===== config.mk =====
export PLATFORM = sky130hd
export DESIGN_NAME = alu_cmd_sequencer
export DESIGN_NICKNAME = d
export VERILOG_FILES = /design/src/rtl/alu_cmd_sequencer.sv
export SDC_FILE = /design/constraint.sdc
export NUM_CORES = 1
export LEC_CHECK = 0
export BUFFER_PORTS_ARGS = -buffer_cell sky130_fd_sc_hd__buf_2
export CAP_MARGIN = 10
export CORE_ASPECT_RATIO = 2
export CORE_MARGIN = 2
export CORE_UTILIZATION = 25
export DETAILED_ROUTE_END_ITERATION = 10
export PLACE_DENSITY = 0.52
export SLEW_MARGIN = 20
export SYNTH_ARGS = -nofsm -noshare
export SYNTH_HDL_FRONTEND = slang
export SYNTH_SLANG_ARGS = --single-unit
export TNS_END_PERCENT = 10

===== constraint.sdc =====
create_clock -name clk -period 2.5 [get_ports clk]
set_input_delay 0.25 -clock clk [delete_from_list [all_inputs] [get_ports clk]]
set_output_delay 0.25 -clock clk [all_outputs]
set_load 0.01 [all_outputs]

===== src/rtl/alu_cmd_sequencer.sv =====
// alu_cmd_sequencer: command-side controller for the external 8-bit ALU.
// Accepts one command at a time, reads operands from a small register file,
// presents them to the ALU, captures the result, writes it back and returns
// it on a valid/ready response channel.
// Optional build macro: ALU_CMD_SEQUENCER_FLAGS_EN enables the rsp_zero and
// rsp_neg result flags; without it both ports are tied to 0.
module alu_cmd_sequencer #(
  parameter int unsigned NREG    = 4,
  parameter logic [7:0]  RST_VAL = 8'h00,
  localparam int unsigned RW     = $clog2(NREG)
) (
  input  logic          clk,
  input  logic          rst,
  input  logic          cmd_valid,
  output logic          cmd_ready,
  input  logic [2:0]    cmd_op,
  input  logic [RW-1:0] cmd_dst,
  input  logic [RW-1:0] cmd_srca,
  input  logic [RW-1:0] cmd_srcb,
  input  logic          cmd_use_imm,
  input  logic [7:0]    cmd_imm,
  output logic [7:0]    alu_a,
  output logic [7:0]    alu_b,
  output logic [2:0]    alu_sel,
  input  logic [7:0]    alu_y,
  output logic          rsp_valid,
  input  logic          rsp_ready,
  output logic [7:0]    rsp_data,
  output logic          rsp_err,
  output logic          rsp_zero,
  output logic          rsp_neg
);

  typedef enum logic [1:0] {
    IDLE  = 2'd0,
    ISSUE = 2'd1,
    RESP  = 2'd2
  } state_t;

  state_t        state;
  state_t        state_d;
  logic          accept;
  logic          capture;
  logic          rsp_done;
  logic          legal;
  logic [RW-1:0] dst_q;
  logic [7:0]    rf [NREG];

  // Next-state and per-cycle strobes for the command/response handshake.
  always_comb begin
    state_d  = state;
    accept   = 1'b0;
    capture  = 1'b0;
    rsp_done = 1'b0;
    case (state)
      IDLE: begin
        if (cmd_valid) begin
          accept  = 1'b1;
          state_d = ISSUE;
        end
      end
      ISSUE: begin
        capture = 1'b1;
        state_d = RESP;
      end
      RESP: begin
        if (rsp_ready) begin
          rsp_done = 1'b1;
          state_d  = IDLE;
        end
      end
      default: state_d = IDLE;
    endcase
  end

  // alu_sel still holds the latched opcode during ISSUE, so legality is
  // decoded from it rather than from a separate opcode register.
  always_comb begin
    legal = (alu_sel <= 3'd4);
  end

  // State register; cmd_ready is registered and tracks entry into IDLE.
  always_ff @(posedge clk or posedge rst) begin
    if (rst) begin
      state     <= IDLE;
      cmd_ready <= 1'b1;
    end else begin
      state     <= state_d;
      cmd_ready <= (state_d == IDLE);
    end
  end

  // Operand/select launch: the register file is read at the accept edge.
  always_ff @(posedge clk or posedge rst) begin
    if (rst) begin
      alu_a   <= '0;
      alu_b   <= '0;
      alu_sel <= '0;
      dst_q   <= '0;
    end else if (accept) begin
      alu_a   <= rf[cmd_srca];
      alu_b   <= cmd_use_imm ? cmd_imm : rf[cmd_srcb];
      alu_sel <= cmd_op;
      dst_q   <= cmd_dst;
    end
  end

  // Register file write-back of legal results at the capture edge.
  always_ff @(posedge clk or posedge rst) begin
    if (rst) begin
      for (int unsigned i = 0; i < NREG; i++) begin
        rf[i] <= RST_VAL;
      end
    end else if (capture && legal) begin
      rf[dst_q] <= alu_y;
    end
  end

  // Response registers: loaded at capture, held until the consumer accepts.
  always_ff @(posedge clk or posedge rst) begin
    if (rst) begin
      rsp_valid <= 1'b0;
      rsp_data  <= '0;
      rsp_err   <= 1'b0;
    end else if (capture) begin
      rsp_valid <= 1'b1;
      rsp_data  <= legal ? alu_y : '0;
      rsp_err   <= ~legal;
    end else if (rsp_done) begin
      rsp_valid <= 1'b0;
    end
  end

`ifdef ALU_CMD_SEQUENCER_FLAGS_EN
  // Result flags, captured alongside rsp_data; forced low for illegal ops.
  always_ff @(posedge clk or posedge rst) begin
    if (rst) begin
      rsp_zero <= 1'b0;
      rsp_neg  <= 1'b0;
    end else if (capture) begin
      rsp_zero <= legal && (alu_y == 8'h00);
      rsp_neg  <= legal && alu_y[7];
    end
  end
`else
  assign rsp_zero = 1'b0;
  assign rsp_neg  = 1'b0;
`endif

endmodule


# Word level (Yosys, flattened, before mapping)
# Cells that the tools add are included.
totals:
  register_bits: 66
  latch_bits: 0
  ramBits: 0
  mem_bits_ro: 0
  inputBits: 30
  output_inout_bits: 32
  wordCells: 50
  memories: 0
classes:
  add_sub_neg: 0
  mul: 0
  n_div: 0
  order_cmp: 5
  n_eq_ne: 2
  n_shift: 0
  mux: 21
  n_bitwise: 4
  reduce_logical: 5
ops:
  columns: ["cell", "n"]
  rows:
  - ["$mux W8", 7]
  - ["$bmux W8 S2", 2]
  - ["$bwmux W32", 1]
  - ["$demux W8 S2", 1]
  - ["$ge A3 B3 Y1 const B", 3]
  - ["$not A2 Y3", 3]
  - ["$mux W1", 7]
  - ["$pmux W2 S3", 1]
  - ["$logic_not A2 Y1", 2]
  - ["$mux W2", 2]
  - ["$le A3 B3 Y1 const B", 1]
  - ["$lt A3 B1 Y1 const B", 1]
  - ["$eq A2 B1 Y1 const B", 1]
  - ["$eq A2 B2 Y1 const B", 1]
  - ["$logic_and A1 B1 Y1", 2]
  - ["$reduce_bool A2 Y1", 1]
  - ["$not A1 Y1", 1]

# Logic depth before layout (Yosys ltp)
depth:
  depth_word: 6
  mapped_depth: 5
  mapped_depth_nobuf: 3

# Least setup slack after synthesis
# Ideal clock, no wire load.
synth_path:
  kind: "flip-flop to flip-flop"
  from: "register alu_sel[0]"
  to: "register rf[0] (netlist bit)"
  setup_time_ps: 127
  arrival_ps: 1406
  t_required_ps: 2373
  path_slack_ps: 966
  stages_incl_launch_ff: 5
  n_path_buf: 1
  synth_period_minus_slack_ps: 1534
  cell_sequence: "dfrtp_1 o21ai_2 and4_1 buf_4 mux2_1"
synth_between:
  elab_chain_cells: 2
synth_lines:
  columns: ["item", "line_no", "source"]
  rows:
  - ["start: declaration", "24", "output logic [2:0] alu_sel,"]
  - ["start signal: assignment", "103", "alu_sel <= cmd_op;"]
  - ["$le A3 B3 Y1", "79", "legal = (alu_sel <= 3'd4);"]
  - ["$logic_and A1 B1 Y1", "114", "end else if (capture && legal) begin"]
  - ["end signal: indexed assignment", "115", "rf[dst_q] <= alu_y;"]
  - ["end: declaration", "47", "logic [7:0] rf [NREG];"]
# Every way passes these cells.
# A chain may end at the register's enable or synchronous reset.

# Final worst setup path
layout_path:
  from: "register state[0]"
  to: "register rf[7] (netlist bit)"
layout_between:
  elab_chain_cells: 3
layout_lines:
  columns: ["item", "line_no", "source"]
  rows:
  - ["start: declaration", "40", "state_t state;"]
  - ["start signal: assignment", "88", "state <= state_d;"]
  - ["$eq A2 B1 Y1", "55", "case (state)"]
  - ["$mux W1", "55", null]
  - ["$logic_and A1 B1 Y1", "114", null]
# Every way passes these cells.

==> metrics.csv <==
stage,metric,value,unit
global_routing,use_met2,21.4,%
placed_design,hpwl,5090,um
status,violations,hold timing,
clock_tree,clkTransAtPathRegs,0.05,ns
drt,wl_per_cell,17.4,um
clock_tree,clkSinkCount,66,
final_layout,antenna_cells,0,
placed_design,numPortBuffers,59,
timing,tightestPinTransition,0.541,ns
final_layout,nets,285,
final_layout,drive_above_1_share,52.7,%
timing,max_slew_margin,64.0,%
clock_tree,root_buffer,clkbuf_16,
drt,ant_nets,0,
global_routing,busiest_layer,met2,
global_routing,overflow,0,
drt,vias,1859,
timing,skew,0.00390,ns
pwr,power_leakage,1.68,nW
status,outcome,"complete, but fails checks",
clock_tree,cts_setup_buffers,0,
timing,whs,-0.0282,ns
clock_tree,hold_buffers,0,
timing,fin_tns_setup,0,ns
worst_setup_path,critPathRequiredTime,2.71,ns
logic_synthesis,ys_ff_latch,66,
logic_synthesis,synth_cell_types,25,
floorplanning,die_area,0.0128,mm2
worst_setup_path,endpoint_kind,register,
timing,rsz0062_at_grt,false,
floorplanning,rows,56,
clock_tree,clkLatencyLatePin,0.33,ns
drt,drc_errors,0,
floorplanning,initial_core_util,25.4,%
worst_setup_path,cpLargestDelayFamily,simple AND/OR/NAND/NOR gates,
floorplanning,core,0.0117,mm2
worst_setup_path,critPathBufInv,1,
drt,drt_wl_total,7050,um
final_layout,area_delta_synth_final,25.8,%
logic_synthesis,ys_async_sr_fraction,100,%
final_layout,n_fill_cell,1174,
global_routing,grt_pass1_vias,1943,
worst_setup_path,cp_max_fo,8,
worst_setup_path,critPathSlowestCell,and4_1,
clock_tree,cts_max_path_buffers,2,
logic_synthesis,postSynthCellCount,194,
clock_tree,h-tree-depth,3,
worst_setup_path,cpPeakStageDelay,0.48,ns
global_routing,use_met1,12.6,%
logic_synthesis,synth_top_area_cell,dfrtp_1,
logic_synthesis,syn_area,0.00298,mm2
pwr,power_density,1290,mW/mm2
timing,maxSlewViolCount,0,
final_layout,regArea,0.00165,mm2
floorplanning,ios,62,
drt,drt_iter0_drc,107,
drt,viasPerCell,4.59,
global_routing,antenna_found_initial,0,
clock_tree,cts_tree,built,
clock_tree,cts_buffers,9,
global_routing,grt_max_degree,67,
logic_synthesis,synth_edf_count,0,
run,drv_cap,0,
final_layout,multi_input_area,0.00125,mm2
global_routing,grt_pass1_wl,10800,um
timing,finalCritPeriodShare,70.4,%
logic_synthesis,synthTopCellsByArea,"dfrtp_1, mux2_2, mux4_2, mux2_1, mux2i_1",
global_routing,grtUsageTotal,12.0,%
clock_tree,ctsResizeCount,0,
timing,final-setup-viol-count,0,
logic_synthesis,synth_flop_cell,dfrtp_1,
global_routing,grtUsageMet3,3.23,%
placed_design,gp_congestion,0.756,
pwr,peakVddDrop,0.000340,V
worst_hold_path,hold_path.class,in -> async,
worst_setup_path,arrival,1.96,ns
logic_synthesis,yosys_warnings,0,
worst_setup_path,cp-start-kind,register,
timing,max_freq,0.569,GHz
logic_synthesis,ys_seq_area_share,55.5,%
final_layout,final_util,32.0,%
worst_setup_path,crit_type,reg -> reg,
timing,post-route-min-period,1.76,ns
drt,drt_first_pass_iters,4,
timing,finalHoldViolCount,17,
floorplanning,die_x,81.2,um
floorplanning,dieHeight,158,um
logic_synthesis,synth_top_area_share,54.6,%
logic_synthesis,syn_area_per_cell,15.3,um2
worst_setup_path,cp_cell_sequence,nor2b_1 -> buf_4 -> and4_1 -> mux2_1,
## cells by family after synthesis
kind of cell / synth area share [%]
compound gates: 4.50
flops: 55.5
simple gates: 5.13
mux: 31.8
buf+inv: 2.90
other cells: 0.126
## state kept, by name (all words and copies together), names as in the netlist
name / count
alu_a: 8
alu_b: 8
alu_sel: 3
cmd_ready: 1
dst_q: 2
rf: 32
rsp_data: 8
rsp_err: 1
rsp_valid: 1
state: 2
## worst register-to-register path, stage by stage, from the launching register on
cell	delay (ns)
dfrtp_1	0.44
nor2b_1	0.17
buf_4	0.17
and4_1	0.48
mux2_1	0.38
## placed cells by master (no fill, tap or decap), types with 2 or more instances in the layout
| cell type | synthesis | final |
|---|---|---|
| nand2b_1 | 2 | 2 |
| o21ai_0 | 2 | 2 |
| mux2_1 | 8 | 8 |
| nor2_1 | 13 | 13 |
| clkbuf_8 | 0 | 4 |
| buf_2 | 6 | 59 |
| buf_4 | 3 | 3 |
| mux4_2 | 16 | 16 |
| dfrtp_1 | 65 | 65 |
| a21oi_1 | 9 | 9 |
| clkbuf_16 | 0 | 9 |
| mux2_2 | 37 | 37 |
| conb_1 | 1 | 2 |
| nand4b_4 | 2 | 2 |
| clkbuf_1 | 3 | 2 |
| mux2i_1 | 8 | 8 |
| a22o_1 | 8 | 8 |
## layer usage
metal	wire, um	vias to the layer above
met5	0	-
met4	171	0
met3	387	8
met2	3940	54
met1	2550	958
li1	-	839
## cell usage after synthesis (2+ instances only)
library cell,count
nand2b_1,2
mux2_1,8
nand4b_4,2
dfrtp_1,65
mux2i_1,8
a21oi_1,9
inv_1,2
mux2_2,37
nor2_1,13
a22o_1,8
buf_2,6
o21ai_0,2
buf_4,3
clkbuf_1,3
mux4_2,16
## final cells by class
class                      instances  area share [%]
inverter                           2           0.200
sequential                        66            44.1
multi-input combinational        113            33.3
clock inverter                     1           0.802
timing repair buffer              63            9.02
clock buffer                      15            7.68
tap                              145            4.84
## worst paths after layout
kind | from | end | slack [ns] | cells past startpoint
max in group asynchronous | rst | cmd_ready$_DFF_PP1_ | 2.16 | 3
setup / recovery | state[0]$_DFF_PP0_ | rf[7]$_DFFE_PP0P_ | 0.74 | 4
hold / removal | rst | alu_b[5]$_DFFE_PP0P_ | -0.03 | 3
min in group clk | cmd_op[2] | alu_sel[2]$_DFFE_PP0P_ | 0.16 | 2
hold reg to reg | rsp_data[0]$_DFFE_PP0N_ | rsp_data[0]$_DFFE_PP0N_ | 0.51 | 1
setup reg to reg | state[0]$_DFF_PP0_ | rf[7]$_DFFE_PP0P_ | 0.74 | 4
## power breakdown
group          switching, mW  total (mW)  internal [mW]
combinational          0.672        1.55          0.882
sequential             0.355        1.96           1.60
clock                  0.437        1.32          0.881
total                   1.46        4.83           3.37
## metrics by stage
step	cell area, um2	hold slack [ns]	instances	power (mW)	worst slack, ns
after global routing	3740	0.0142	405	5.13	0.634
after CTS	3740	0.00311	405	4.92	0.716
after detailed placement	3430	0.358	389	3.58	0.732
after floorplan	2980	0.383	195	3.02	0.597
after global placement	3430	0.343	389	3.52	0.781
final	3740	-0.0282	405	4.83	0.741
No activity file was read; power rests on OpenSTA's default activity.
